===== config.mk =====
export PLATFORM = sky130hd
export DESIGN_NAME = rv_mem_arbiter_flat
export DESIGN_NICKNAME = d
export VERILOG_FILES = /design/src/rtl/rv_mem_arbiter_if.sv /design/src/rtl/rv_mem_arbiter.sv /design/src/flat_wrapper.sv
export SDC_FILE = /design/constraint.sdc
export NUM_CORES = 1
export LEC_CHECK = 0
export BUFFER_PORTS_ARGS = -buffer_cell sky130_fd_sc_hd__buf_2
export CORE_AREA = 2 2 106 108
export DETAILED_ROUTE_END_ITERATION = 10
export DIE_AREA = 0 0 108 110
export SETUP_SLACK_MARGIN = 0.3
export SLEW_MARGIN = 25
export SYNTH_ARGS = -nofsm -noshare
export SYNTH_HDL_FRONTEND = slang
export SYNTH_SLANG_ARGS = --single-unit

===== constraint.sdc =====
create_clock -name clk -period 1.3 [get_ports clk]
set_input_delay 0 -clock clk [delete_from_list [all_inputs] [get_ports clk]]
set_output_delay 0 -clock clk [all_outputs]
set_load 0.02 [all_outputs]

===== src/rtl/rv_mem_arbiter_if.sv =====
// Bus bundle between the core IMEM/DMEM ports, rv_mem_arbiter and the shared SRAM.
// slave = arbiter side, master = core/SRAM side (testbench drives this view).
interface rv_mem_arbiter_if #(
    parameter int unsigned DATA_WIDTH = 32,
    parameter int unsigned ADDR_WIDTH = 32
);
    logic                  imem_req_i;
    logic [ADDR_WIDTH-1:0] imem_addr_i;
    logic                  imem_gnt_o;
    logic                  imem_rvalid_o;
    logic [DATA_WIDTH-1:0] imem_rdata_o;

    logic                  dmem_req_i;
    logic                  dmem_we_i;
    logic [3:0]            dmem_be_i;
    logic [ADDR_WIDTH-1:0] dmem_addr_i;
    logic [DATA_WIDTH-1:0] dmem_wdata_i;
    logic                  dmem_gnt_o;
    logic                  dmem_rvalid_o;
    logic [DATA_WIDTH-1:0] dmem_rdata_o;

    logic                  mem_en_o;
    logic                  mem_we_o;
    logic [3:0]            mem_be_o;
    logic [ADDR_WIDTH-1:0] mem_addr_o;
    logic [DATA_WIDTH-1:0] mem_wdata_o;
    logic [DATA_WIDTH-1:0] mem_rdata_i;

    modport slave (
        input  imem_req_i, imem_addr_i,
        output imem_gnt_o, imem_rvalid_o, imem_rdata_o,
        input  dmem_req_i, dmem_we_i, dmem_be_i, dmem_addr_i, dmem_wdata_i,
        output dmem_gnt_o, dmem_rvalid_o, dmem_rdata_o,
        output mem_en_o, mem_we_o, mem_be_o, mem_addr_o, mem_wdata_o,
        input  mem_rdata_i
    );

    modport master (
        output imem_req_i, imem_addr_i,
        input  imem_gnt_o, imem_rvalid_o, imem_rdata_o,
        output dmem_req_i, dmem_we_i, dmem_be_i, dmem_addr_i, dmem_wdata_i,
        input  dmem_gnt_o, dmem_rvalid_o, dmem_rdata_o,
        input  mem_en_o, mem_we_o, mem_be_o, mem_addr_o, mem_wdata_o,
        output mem_rdata_i
    );
endinterface


===== src/rtl/rv_mem_arbiter.sv =====
// Fetch/data arbiter for one single-port SRAM with one-cycle read latency.
// Define RV_MEM_ARB_RR_EN for round-robin contention; default is data-over-fetch priority.
module rv_mem_arbiter #(
    parameter int unsigned DATA_WIDTH = 32,
    parameter int unsigned ADDR_WIDTH = 32
) (
    input  logic              clk,
    input  logic              rst_n,
    rv_mem_arbiter_if.slave   bus
);

    typedef enum logic [1:0] {StIdle, StRdI, StRdD} resp_e;

    resp_e r_resp_q, w_resp_d;

    logic                  w_pick_d;
    logic                  w_gnt_i;
    logic                  w_gnt_d;
    logic [ADDR_WIDTH-1:0] w_addr;
    logic [DATA_WIDTH-1:0] w_wdata;
    logic                  w_rvalid_i;
    logic                  w_rvalid_d;

`ifdef RV_MEM_ARB_RR_EN
    // r_prio_q: 0 = fetch port favoured, 1 = data port favoured.
    logic r_prio_q, w_prio_d;

    always_comb begin
        w_pick_d = bus.dmem_req_i & (~bus.imem_req_i | r_prio_q);
    end

    always_comb begin
        w_prio_d = r_prio_q;
        if (bus.imem_req_i && bus.dmem_req_i) begin
            w_prio_d = ~w_pick_d;
        end
    end

    always_ff @(posedge clk or negedge rst_n) begin
        if (!rst_n) begin
            r_prio_q <= 1'b0;
        end else begin
            r_prio_q <= w_prio_d;
        end
    end
`else
    always_comb begin
        w_pick_d = bus.dmem_req_i;
    end
`endif

    // Grants are forced low while reset is asserted, whatever the requests do.
    always_comb begin
        w_gnt_d = rst_n & w_pick_d;
        w_gnt_i = rst_n & bus.imem_req_i & ~w_pick_d;
    end

    always_comb begin
        bus.mem_en_o    = 1'b0;
        bus.mem_we_o    = 1'b0;
        bus.mem_be_o    = 4'h0;
        w_addr          = '0;
        w_wdata         = '0;
        if (w_gnt_d) begin
            bus.mem_en_o = 1'b1;
            bus.mem_we_o = bus.dmem_we_i;
            bus.mem_be_o = bus.dmem_be_i;
            w_addr       = bus.dmem_addr_i;
            w_wdata      = bus.dmem_wdata_i;
        end else if (w_gnt_i) begin
            bus.mem_en_o = 1'b1;
            bus.mem_be_o = 4'hF;
            w_addr       = bus.imem_addr_i;
            w_wdata      = bus.dmem_wdata_i;
        end
        bus.mem_addr_o  = w_addr;
        bus.mem_wdata_o = w_wdata;
        bus.imem_gnt_o  = w_gnt_i;
        bus.dmem_gnt_o  = w_gnt_d;
    end

    always_comb begin
        w_resp_d = StIdle;
        if (w_gnt_i) begin
            w_resp_d = StRdI;
        end else if (w_gnt_d && !bus.dmem_we_i) begin
            w_resp_d = StRdD;
        end
    end

    always_ff @(posedge clk or negedge rst_n) begin
        if (!rst_n) begin
            r_resp_q <= StIdle;
        end else begin
            r_resp_q <= w_resp_d;
        end
    end

    always_comb begin
        w_rvalid_i        = (r_resp_q == StRdI);
        w_rvalid_d        = (r_resp_q == StRdD);
        bus.imem_rvalid_o = w_rvalid_i;
        bus.dmem_rvalid_o = w_rvalid_d;
        bus.imem_rdata_o  = w_rvalid_i ? bus.mem_rdata_i : '0;
        bus.dmem_rdata_o  = w_rvalid_d ? bus.mem_rdata_i : '0;
    end

endmodule


===== src/flat_wrapper.sv =====
// flat-port wrapper written by rule: the top's interface ports become plain ports
module rv_mem_arbiter_flat 
#(
    parameter int unsigned DATA_WIDTH = 32,
    parameter int unsigned ADDR_WIDTH = 32
)
  (clk, rst_n, bus_imem_req_i, bus_imem_addr_i, bus_imem_gnt_o, bus_imem_rvalid_o, bus_imem_rdata_o, bus_dmem_req_i, bus_dmem_we_i, bus_dmem_be_i, bus_dmem_addr_i, bus_dmem_wdata_i, bus_dmem_gnt_o, bus_dmem_rvalid_o, bus_dmem_rdata_o, bus_mem_en_o, bus_mem_we_o, bus_mem_be_o, bus_mem_addr_o, bus_mem_wdata_o, bus_mem_rdata_i);
  rv_mem_arbiter_if #(.DATA_WIDTH(DATA_WIDTH), .ADDR_WIDTH(ADDR_WIDTH)) bus_i ();
  input  logic clk;
  input  logic rst_n;
  input wire logic [$bits(bus_i.imem_req_i)-1:0] bus_imem_req_i;
  input wire logic [$bits(bus_i.imem_addr_i)-1:0] bus_imem_addr_i;
  output wire logic [$bits(bus_i.imem_gnt_o)-1:0] bus_imem_gnt_o;
  output wire logic [$bits(bus_i.imem_rvalid_o)-1:0] bus_imem_rvalid_o;
  output wire logic [$bits(bus_i.imem_rdata_o)-1:0] bus_imem_rdata_o;
  input wire logic [$bits(bus_i.dmem_req_i)-1:0] bus_dmem_req_i;
  input wire logic [$bits(bus_i.dmem_we_i)-1:0] bus_dmem_we_i;
  input wire logic [$bits(bus_i.dmem_be_i)-1:0] bus_dmem_be_i;
  input wire logic [$bits(bus_i.dmem_addr_i)-1:0] bus_dmem_addr_i;
  input wire logic [$bits(bus_i.dmem_wdata_i)-1:0] bus_dmem_wdata_i;
  output wire logic [$bits(bus_i.dmem_gnt_o)-1:0] bus_dmem_gnt_o;
  output wire logic [$bits(bus_i.dmem_rvalid_o)-1:0] bus_dmem_rvalid_o;
  output wire logic [$bits(bus_i.dmem_rdata_o)-1:0] bus_dmem_rdata_o;
  output wire logic [$bits(bus_i.mem_en_o)-1:0] bus_mem_en_o;
  output wire logic [$bits(bus_i.mem_we_o)-1:0] bus_mem_we_o;
  output wire logic [$bits(bus_i.mem_be_o)-1:0] bus_mem_be_o;
  output wire logic [$bits(bus_i.mem_addr_o)-1:0] bus_mem_addr_o;
  output wire logic [$bits(bus_i.mem_wdata_o)-1:0] bus_mem_wdata_o;
  input wire logic [$bits(bus_i.mem_rdata_i)-1:0] bus_mem_rdata_i;
  assign bus_i.imem_req_i = bus_imem_req_i;
  assign bus_i.imem_addr_i = bus_imem_addr_i;
  assign bus_imem_gnt_o = bus_i.imem_gnt_o;
  assign bus_imem_rvalid_o = bus_i.imem_rvalid_o;
  assign bus_imem_rdata_o = bus_i.imem_rdata_o;
  assign bus_i.dmem_req_i = bus_dmem_req_i;
  assign bus_i.dmem_we_i = bus_dmem_we_i;
  assign bus_i.dmem_be_i = bus_dmem_be_i;
  assign bus_i.dmem_addr_i = bus_dmem_addr_i;
  assign bus_i.dmem_wdata_i = bus_dmem_wdata_i;
  assign bus_dmem_gnt_o = bus_i.dmem_gnt_o;
  assign bus_dmem_rvalid_o = bus_i.dmem_rvalid_o;
  assign bus_dmem_rdata_o = bus_i.dmem_rdata_o;
  assign bus_mem_en_o = bus_i.mem_en_o;
  assign bus_mem_we_o = bus_i.mem_we_o;
  assign bus_mem_be_o = bus_i.mem_be_o;
  assign bus_mem_addr_o = bus_i.mem_addr_o;
  assign bus_mem_wdata_o = bus_i.mem_wdata_o;
  assign bus_i.mem_rdata_i = bus_mem_rdata_i;
  rv_mem_arbiter #(.DATA_WIDTH(DATA_WIDTH), .ADDR_WIDTH(ADDR_WIDTH)) u_core (.clk(clk), .rst_n(rst_n), .bus(bus_i));
endmodule

==> Yosys cells after proc, flatten, opt, wreduce, memory -nomap -nowiden <==
Cells that the tools add are included.
{ "word_totals": {"register_bits": 2, "input_bits": 137, "out_inout_bits": 138, "word_cells": 22} }
{ "op_classes": {"eq_ne": 2, "mux": 13, "bitwise": 4, "n_reduce_logical": 2} }
{ "op_table": {"columns": ["cell", "count"], "rows": [
  ["$mux W32", 6],
  ["$mux W4", 2],
  ["$mux W2", 2],
  ["$and A1 B1 Y1", 3],
  ["$mux W1", 3],
  ["$eq A2 B1 Y1 const B", 1],
  ["$eq A2 B2 Y1 const B", 1],
  ["$logic_and A1 B1 Y1", 1],
  ["$logic_not A1 Y1", 1],
  ["$not A1 Y1", 1]
]} }

==> Longest topological paths before layout <==
Gate-level depths: netlist of run 1.
{ "logic_depth": {"ltp_word": 4, "depth_mapped": 5, "mapped_depth_nobuf": 2} }

==> Least setup slack after synthesis of run 1 <==
Ideal clock, no wire load.
{ "synth_timing": {"path_kind": "register -> output", "from": "reg u_core.r_resp_q[0]", "to": "out bus_dmem_rdata_o[22]", "arrival_time_ns": 1.067, "required_time_ns": 1.300, "slack_ns": 0.233, "stages_incl_launch_ff": 4, "path_buffers": 1, "cell_sequence": "dfrtp_1 -> nor2b_1 -> buf_2 -> and2_1"} }
{ "synth_between": {"elab_chain_len": 2} }
{ "synth_rtl": {"columns": ["element", "line_no", "source"], "rows": [
  ["start: declaration", "rv_mem_arbiter.sv:14", "resp_e r_resp_q, w_resp_d;"],
  ["start signal: assignment", "rv_mem_arbiter.sv:93", "r_resp_q <= StIdle;"],
  ["start signal: assignment", "rv_mem_arbiter.sv:95", "r_resp_q <= w_resp_d;"],
  ["$eq A2 B2 Y1", "rv_mem_arbiter.sv:101", "w_rvalid_d = (r_resp_q == StRdD);"],
  ["net bus_dmem_rvalid_o", "flat_wrapper.sv:22", "output wire logic [$bits(bus_i.dmem_rvalid_o)-1:0] bus_dmem_rvalid_o;"],
  ["$mux W32", "rv_mem_arbiter.sv:105", "bus.dmem_rdata_o = w_rvalid_d ? bus.mem_rdata_i : '0;"],
  ["end: declaration", "flat_wrapper.sv:23", "output wire logic [$bits(bus_i.dmem_rdata_o)-1:0] bus_dmem_rdata_o;"]
]} }
The timed path passes the listed nets, and every way through them passes these cells.

==> Final worst setup path of run 1 <==
{ "layout_timing": {"from": "reg u_core.r_resp_q[0]", "to": "out bus_imem_rdata_o[1]"} }
{ "layout_between": {"elab_chain_len": 2} }
{ "layout_rtl": {"columns": ["element", "line_no", "source"], "rows": [
  ["$eq A2 B1 Y1", "rv_mem_arbiter.sv:100", "w_rvalid_i = (r_resp_q == StRdI);"],
  ["$mux W32", "rv_mem_arbiter.sv:104", "bus.imem_rdata_o = w_rvalid_i ? bus.mem_rdata_i : '0;"],
  ["end: declaration", "flat_wrapper.sv:15", "output wire logic [$bits(bus_i.imem_rdata_o)-1:0] bus_imem_rdata_o;"]
]} }
No other way between the ends.

==> results of run 1 <==
==> layout make-up <==
type	count	area, um2
fill	1152	7650
timing repair buffer	284	1660
multi-input combinational	145	1110
tap	140	175
sequential	2	50.0
clock buffer	3	41.3
inverter	1	7.51
==> cells in the mapped netlist <==
master | instances | area share (%)
and3_1 | 2 | 1.0
inv_1 | 1 | 0.30
dfrtp_1 | 2 | 4.0
buf_8 | 3 | 3.6
a21boi_0 | 4 | 2.4
nor2b_1 | 3 | 1.5
nand2b_1 | 1 | 0.50
and2_1 | 98 | 49
nand2_1 | 4 | 1.2
buf_2 | 6 | 2.4
clkbuf_2 | 2 | 0.80
clkbuf_1 | 4 | 1.2
a32o_1 | 32 | 26
buf_6 | 6 | 5.4
o21a_1 | 1 | 0.60
==> logic make-up after synthesis <==
kind of cell	Yosys count	synth area share, %
AOI/OAI and AO/OA	37	28.7
buffers and inverters	22	13.8
and+or+nand+nor	108	53.5
DFF	2	4.02
==> routing by layer <==
metal | vias to the layer above | wire (um)
met5 | - | 0
met4 | 0 | 82
met3 | 4 | 746
met2 | 164 | 4350
met1 | 1062 | 2370
li1 | 1121 | -
==> stage by stage <==
step                      setup TNS [ns]  setup slack, ns
after floorplan                        0            0.287
after global placement                 0            0.249
after detailed placement               0            0.226
after CTS                              0           0.0235
after global routing             -0.0430          -0.0119
final                                  0           0.0225
==> worst paths after layout <==
kind | startpoint | to | slack, ns | cells after the start
max in group asynchronous | rst_n | u_core.r_resp_q[1] | 0.95 | 2
worst min-delay path | bus_imem_req_i | u_core.r_resp_q[0] | 0.10 | 2
worst max-delay path | u_core.r_resp_q[0] | bus_imem_rdata_o[1] | 0.02 | 4
min in group asynchronous | rst_n | u_core.r_resp_q[0] | 0.23 | 2
==> power by group through the flow <==
stage	logic (mW)	clock network, mW	registers, mW
floorplan	0.497	0	0.0665
global placement	0.892	0	0.0666
detailed placement	0.902	0	0.0667
CTS	0.914	0.251	0.0665
global route	1.02	0.262	0.0668
finish	0.950	0.243	0.0665
==> timing repair <==
item / 4_1_cts / 5_1_grt
gates resized for setup: 6 / 64
setup buffers: 0 / 2
hold endpoints to repair: 3 / 0
endpoints found under the setup margin: 98 / 85
hold buffers: 2 / 0
==> run_results.csv, run 1 <==
group,metric,value,unit
place,io_buffers,274,
global_routing,top_usage_layer,"met2",
global_routing,grtUsageMet1,9.48,%
critical_path,crit_family,"simple AND/OR/NAND/NOR gates",
floorplanning,dieArea,0.0119,mm2
drt,vias,2351,
power,finalPower,1.26,mW
critical_path,cpMaxStageDelayCell,"dfrtp_1",
layout,area_growth,145,%
global_routing,grt_use_met3,1.06,%
critical_path,worst-endpoint-required,1.30,ns
power,p_seq_share,5.3,%
global_routing,grt_use_met2,22.7,%
drt,avgRoutedWirePerCell,13.1,um
critical_path,slowest_delay,0.37,ns
critical_path,crit_chain,"nor2b_2 > buf_12 > and2_2 > buf_4",
layout,regMostFlops,"u_core.r_resp_q",
clock_tree,clock_sinks,2,
power,p_switching,0.557,mW
synthesis,yosysSeqAreaShare,4.02,%
floorplanning,die_h,110,um
global_routing,grt-ovfl-total,0,
floorplanning,initial_utilization,11.6,%
global_routing,grtUsageTotal,10.2,%
place,placed_cell_area,0.00279,mm2
sta,holdWs,0.103,ns
power,clockPowerShare,19.3,%
drt,drt-total-wl,7550,um
synthesis,synth.avg_cell_area,7.37,um2
floorplanning,die_w,108,um
place,dp_hpwl,6270,um
sta,slew_headroom,83.5,%
critical_path,crit_fanout,33,
drt,drt_iter0_markers,87,
sta,setup_viol,0,
drt,vias_per_cell,4.09,
layout,nNetsFinal,574,
synthesis,ys_seq_elements,2,
layout,largest_reg_flops,2,
layout,final_core_util,28.5,%
floorplanning,ios,275,
synthesis,syn-num-nets,306,
synthesis,yosysWarnings,0,
sta,fin_crit_sh,98.3,%
power,leakage,1.81,nW
layout,fin_area,0.00305,mm2
layout,diodes,0,
clock_tree,cts.path.max_buffers,2,
sta,period_needed,1.28,ns
sta,tightest_slew,0.246,ns
global_routing,grt_max_degree,34,
layout,drive_above_1_share,80.0,%
critical_path,criticalPathCategory,"reg2out",
synthesis,synth_area,0.00124,mm2
clock_tree,clkTransAtPathRegs,0.03,ns
synthesis,synthCells,169,
drt,route.antenna.remaining_nets,0,
layout,reg_top3,"u_core.r_resp_q (2)",
sta,max_freq,783,MHz
power,p_per_area,414,mW/mm2
power,vdd_ir_drop_max,0.322,mV
status,status,"complete, no violations",
layout,stdcell_count,575,
sta,finalHoldViolCount,0,
power,p_comb_share,75.4,%
floorplanning,rows,38,
sta,rsz0062_at_grt,"yes",
global_routing,antenna_found_initial,0,
global_routing,grt_pass1_wl,9270,um
job,drv_cap,0,
clock_tree,cts_tree,"yes",
critical_path,end_kind,"primary output",
layout,mostFrequentLayoutCells,"buf_2 (214), buf_4 (62), and2_2 (56), and2_1 (38), a32o_1 (32)",
power,p_sw_share,44.2,%
clock_tree,cts_buffers,3,
critical_path,crit_buf_inv,2,
sta,slew_violations,0,
critical_path,cp-start-kind,"flip-flop",
min_path,min_path_type,"in2reg",
clock_tree,clk_root_buffer_cell,"clkbuf_8",
power,p_int,0.703,mW
floorplanning,core,0.0107,mm2
place,gp_congestion,0.786,
drt,drc,0,
clock_tree,htreeDepth,1,
place,placed_cells,568,
drt,drt_first_pass_iters,4,
global_routing,first_global_vias,1951,
synthesis,synth_cell_types,15,
critical_path,arrival,1.28,ns
layout,final_common_cell,"buf_2",
(Power assumes the default switching activity.)
==> run 2, diff against run 1 <==
==> constraint.sdc (replaced) <==
create_clock -name clk -period 1.3 [get_ports clk]
set_input_delay 0.13 -clock clk [delete_from_list [all_inputs] [get_ports clk]]
set_output_delay 0.13 -clock clk [all_outputs]
set_load 0.02 [all_outputs]
==> run 2 against run 1 <==
  * The run now ends with setup timing left
  * Clock power down 2%
  * Sequential share of layout area down 0.48 points
  * Cell area up 41%
  * Clock-buffer cell count unchanged
  * Wire length up 18%
  * Via count up 6.3%
  * Non-clock buffer count up 19
  * Hold slack better by 0.0020 ns
  * Global-route usage up 2.4 points
  * Core utilization up 12 points
  * Power up 39%
  * Combinational power up 52%
  * Largest power group unchanged
  * Highest routed layer unchanged
==> run_results.csv, run 2 (same netlist as run 1, synthesis figures left out) <==
group,metric,value,unit
power,p_switching,0.660,mW
power,leakage,2.40,nW
global_routing,grtUsageTotal,12.6,%
layout,fin_area,0.00429,mm2
sta,period_needed,1.42,ns
layout,diodes,0,
clock_tree,clock_sinks,2,
min_path,min_path_type,"in2reg",
layout,reg_top3,"u_core.r_resp_q (2)",
power,p_comb_share,82.5,%
layout,final_common_cell,"buf_2",
global_routing,grt-ovfl-total,0,
drt,avgRoutedWirePerCell,15.0,um
min_path,min_from,"bus_dmem_we_i",
layout,largest_reg_flops,2,
clock_tree,htreeDepth,1,
place,io_buffers,274,
sta,slew_headroom,85.9,%
layout,mostFrequentLayoutCells,"buf_2 (139), buf_6 (118), and2_4 (93), a32o_2 (31), buf_4 (25)",
critical_path,end_kind,"primary output",
critical_path,crit_fanout,33,
global_routing,grt_pass1_wl,11900,um
power,p_per_area,407,mW/mm2
floorplanning,dieArea,0.0119,mm2
clock_tree,cts_tree,"yes",
clock_tree,clk_root_buffer_cell,"clkbuf_8",
power,p_sw_share,37.8,%
layout,drive_above_1_share,95.4,%
status,violations,"setup timing",
layout,final_core_util,40.1,%
global_routing,first_global_vias,2422,
sta,finalHoldViolCount,0,
critical_path,slowest_delay,0.38,ns
clock_tree,clkTransAtPathRegs,0.03,ns
drt,route.antenna.remaining_nets,0,
critical_path,crit_buf_inv,2,
min_path,holdPathEnd,"u_core.r_resp_q[1]",
power,clockPowerShare,13.6,%
floorplanning,die_w,108,um
floorplanning,die_h,110,um
sta,fin_crit_sh,109,%
drt,drt_iter0_markers,117,
job,drv_cap,0,
power,p_int,1.08,mW
sta,rsz0062_at_grt,"yes",
floorplanning,core,0.0107,mm2
drt,drt-total-wl,8940,um
layout,regMostFlops,"u_core.r_resp_q",
drt,drc,0,
sta,setup_viol,64,
critical_path,crit_chain,"nor2b_4 > buf_12 > and2_1 > buf_4",
place,placed_cell_area,0.00293,mm2
critical_path,arrival,1.29,ns
sta,max_freq,706,MHz
sta,slew_violations,0,
status,status,"finished, violations left",
clock_tree,cts.path.max_buffers,2,
power,vdd_ir_drop_max,0.229,mV
place,gp_congestion,0.724,
place,dp_hpwl,5550,um
floorplanning,rows,38,
critical_path,criticalPathCategory,"reg2out",
power,p_seq_share,3.9,%
critical_path,worst-endpoint-required,1.17,ns
floorplanning,ios,275,
sta,finalWorstSetupSlack,-0.116,ns
clock_tree,cts_buffers,3,
drt,vias_per_cell,4.20,
global_routing,grt_max_degree,34,
drt,drt_first_pass_iters,4,
global_routing,antenna_found_initial,0,
layout,fillers,1035,
sta,tightest_slew,0.212,ns
critical_path,cpMaxStageDelayCell,"dfrtp_1",
layout,nNetsFinal,594,
min_path,hold_depth,2,
critical_path,crit_family,"flip-flops",
drt,vias,2498,
floorplanning,initial_utilization,11.6,%
critical_path,cp-start-kind,"flip-flop",
layout,area_growth,244,%
## run 2: changes by cell type in the layout (fill, tap and decap cells not counted), sizes merged
cell,delta
and2,+1
dlygate4sd3,-1
buf,+19
inv,+1
bufbuf,+1
clkinvlp,-1
## run 2: final cells by class
cell class	count	area (um2)	share of cell area [%]
clock buffer	3	41.3	0.963
inverter	1	6.26	0.146
multi-input combinational	146	1330	31.1
sequential	2	50.0	1.17
tap	140	175	4.09
timing repair buffer	303	2680	62.6
## run 2: power groups by stage
stage | clock, mW | combinational, mW | sequential [mW]
after floorplan | 0 | 0.556 | 0.0680
after global placement | 0 | 0.931 | 0.0681
after detailed placement | 0 | 0.949 | 0.0682
after CTS | 0.250 | 1.34 | 0.0677
after global routing | 0.253 | 1.52 | 0.0679
final | 0.238 | 1.44 | 0.0678
## run 2: through the flow
step	cells	setup slack (ns)	total power, mW	hold WS [ns]	TNS, ns
after detailed placement	568	0.0718	1.02	-0.0511	0
after floorplan	169	0.260	0.624	-0.166	0
final	595	-0.116	1.75	0.105	-3.97
after global placement	568	0.102	1.00	-0.0505	0
after global routing	595	-0.197	1.84	0.0997	-7.61
after CTS	591	-0.119	1.66	0.0915	-4.43
## run 2: worst max-delay path by stage
stage / from / depth (start not counted) / slack (ns) / endpoint
finish: u_core.r_resp_q[1] / 4 / -0.12 / bus_dmem_rdata_o[0]
global route: u_core.r_resp_q[1] / 4 / -0.20 / bus_dmem_rdata_o[0]
CTS: u_core.r_resp_q[1] / 4 / -0.12 / bus_dmem_rdata_o[0]
detailed placement: bus_dmem_req_i / 4 / 0.07 / bus_mem_addr_o[29]
global placement: rst_n / 5 / 0.10 / bus_mem_addr_o[29]
floorplan: u_core.r_resp_q[1] / 3 / 0.26 / bus_dmem_rdata_o[22]
## run 2: timing repair
action / 4_1_cts / 5_1_grt
buffers inserted: 10 / 3
gates cloned: 9 / 1
hold buffers: 1 / 0
pin swaps: 30 / 18
endpoints found under the setup margin: 134 / 136
hold endpoints to repair: 2 / 0
resized for setup: 256 / 51
## run 2: routing by layer
layer / track usage, % / share of wire [%]
met1: 13.9 / 34
met2: 25.1 / 57
met3: 2.41 / 8.7
met4: 2.38 / 0.57
met5: 0 / 0
==> run 3, diff against run 2 <==
Settings changed: REMOVE_ABC_BUFFERS set to 1.
==> run 3 against run 2 <==
  * The run still ends with setup timing left
  * Fmax grew 3.5%
  * Global-route usage up 0.34 points
  * Core utilization shrank 3.2 points
==> run_results.csv, run 3 (same netlist as run 1, synthesis figures left out) <==
group,metric,value,unit
critical_path,cp-startpoint,"u_core.r_resp_q[1]",
drt,drt_first_pass_iters,4,
drt,drt_iter0_markers,165,
place,dp_slack,0.117,ns
drt,vias_per_cell,4.10,
layout,fillers,1145,
layout,final_common_cell,"buf_2",
power,p_per_area,425,mW/mm2
status,violations,"setup timing",
min_path,min_from,"bus_dmem_we_i",
clock_tree,clock_sinks,2,
status,status,"finished, violations left",
clock_tree,cts_buffers,3,
clock_tree,clkTransAtPathRegs,0.03,ns
power,leakage,2.26,nW
sta,period_needed,1.37,ns
power,finalPower,1.68,mW
place,io_buffers,274,
sta,slew_headroom,86.8,%
critical_path,cp-start-kind,"flip-flop",
min_path,hold_depth,2,
min_path,min_path_type,"in2reg",
clock_tree,cts_tree,"yes",
floorplanning,rows,38,
layout,multiInputGateArea,0.00117,mm2
clock_tree,htreeDepth,1,
sta,finalWorstSetupSlack,-0.0682,ns
place,gp_congestion,0.749,
sta,tns,-2.64,ns
layout,area_growth,217,%
layout,nNetsFinal,593,
critical_path,crit_fanout,33,
clock_tree,clk_root_buffer_cell,"clkbuf_8",
floorplanning,initial_utilization,11.6,%
layout,regMostFlops,"u_core.r_resp_q",
place,placed_cells,571,
critical_path,arrival,1.24,ns
global_routing,grtUsageTotal,12.9,%
floorplanning,die_h,110,um
critical_path,criticalPathCategory,"reg2out",
critical_path,end_kind,"primary output",
global_routing,antenna_found_initial,0,
global_routing,grt_max_degree,34,
sta,rsz0062_at_grt,"yes",
job,drv_cap,0,
drt,route.antenna.remaining_nets,0,
critical_path,cpMaxStageDelayCell,"dfrtp_1",
sta,tightest_slew,0.198,ns
sta,slew_violations,0,
global_routing,first_global_vias,2260,
drt,drc,0,
floorplanning,ios,275,
floorplanning,die_w,108,um
power,vdd_ir_drop_max,0.199,mV
sta,finalHoldViolCount,0,
floorplanning,dieArea,0.0119,mm2
sta,max_freq,731,MHz
floorplanning,core,0.0107,mm2
layout,regArea,50.0,um2
global_routing,grt-ovfl-total,0,
critical_path,slowest_delay,0.37,ns
min_path,holdPathEnd,"u_core.r_resp_q[1]",
layout,stdcell_count,594,
layout,diodes,0,
clock_tree,cts.path.max_buffers,2,
critical_path,crit_chain,"nor2b_2 > buf_12 > and2_1 > buf_4",
sta,setup_viol,64,
layout,drive_above_1_share,81.9,%
place,dp_hpwl,6220,um
layout,reg_top3,"u_core.r_resp_q (2)",
drt,avgRoutedWirePerCell,15.2,um
drt,vias,2435,
layout,largest_reg_flops,2,
critical_path,worst-endpoint-required,1.17,ns
sta,fin_crit_sh,105,%
layout,mostFrequentLayoutCells,"buf_2 (169), buf_6 (82), and2_1 (64), and2_4 (34), buf_4 (30)",
global_routing,grt_pass1_wl,12000,um
drt,drt-total-wl,9040,um
run 3: changes by cell type in the layout (fill, tap and decap cells not counted), sizes merged:
| cell | before | now |
|---|---|---|
| and2 | 99 | 98 |
run 3: timing repair:
item | 4_1_cts | 5_1_grt
gates resized for setup | 196 | 75
hold buffers | 1 | 0
setup endpoints to repair | 135 | 135
pin swaps | 60 | 7
setup buffers | 7 | 1
gates cloned | 10 | 1
endpoints found under the hold margin | 2 | 0
run 3: final cells by class:
type,count,share of cell area [%]
repair buffers,303,63.3
multi-input cells,145,29.8
well taps,140,4.44
flip-flops and latches,2,1.27
clock buffers,3,1.05
inverters,1,0.158
run 3: metal layers:
metal  share of wire, %  up-vias  track usage (%)
met3                 10        2             1.65
met1                 38     1088             15.5
met2                 52      176             24.8
met4               0.44        0             2.20
li1                   -     1169                -
met5                  0        -                0
run 3: how the worst max path moves through the flow:
stage / endpoint / slack (ns) / cells after the start
after CTS: bus_dmem_rdata_o[21] / -0.07 / 4
after global routing: bus_imem_rdata_o[22] / -0.13 / 4
after global placement: bus_mem_addr_o[4] / 0.12 / 5
after detailed placement: bus_mem_addr_o[4] / 0.12 / 5
final: bus_dmem_rdata_o[11] / -0.07 / 4
after floorplan: bus_dmem_rdata_o[0] / -0.50 / 2
run 3: stage by stage:
step                hold slack (ns)  utilization (%)  instance area (um2)
finish                       0.0880             36.9                 3950
floorplan                    -0.166                -                 1080
global placement             0.0759             25.9                 2770
global route                  0.106             36.9                 3950
detailed placement           0.0637             25.9                 2770
CTS                          0.0851             34.9                 3730
run 3: where the power goes:
group / internal [mW] / switching [mW] / leakage (nW)
sequential: 0.0652 / 0.00139 / 0.0269
combinational: 0.767 / 0.600 / 2.21
clock: 0.196 / 0.0467 / 0.0216
run 3: critical path, delay by kind of cell, from the launching register on:
family | cells | cell delay, ns
and+or+nand+nor | 2 | 0.34
buffers and inverters | 2 | 0.30
DFF | 1 | 0.37
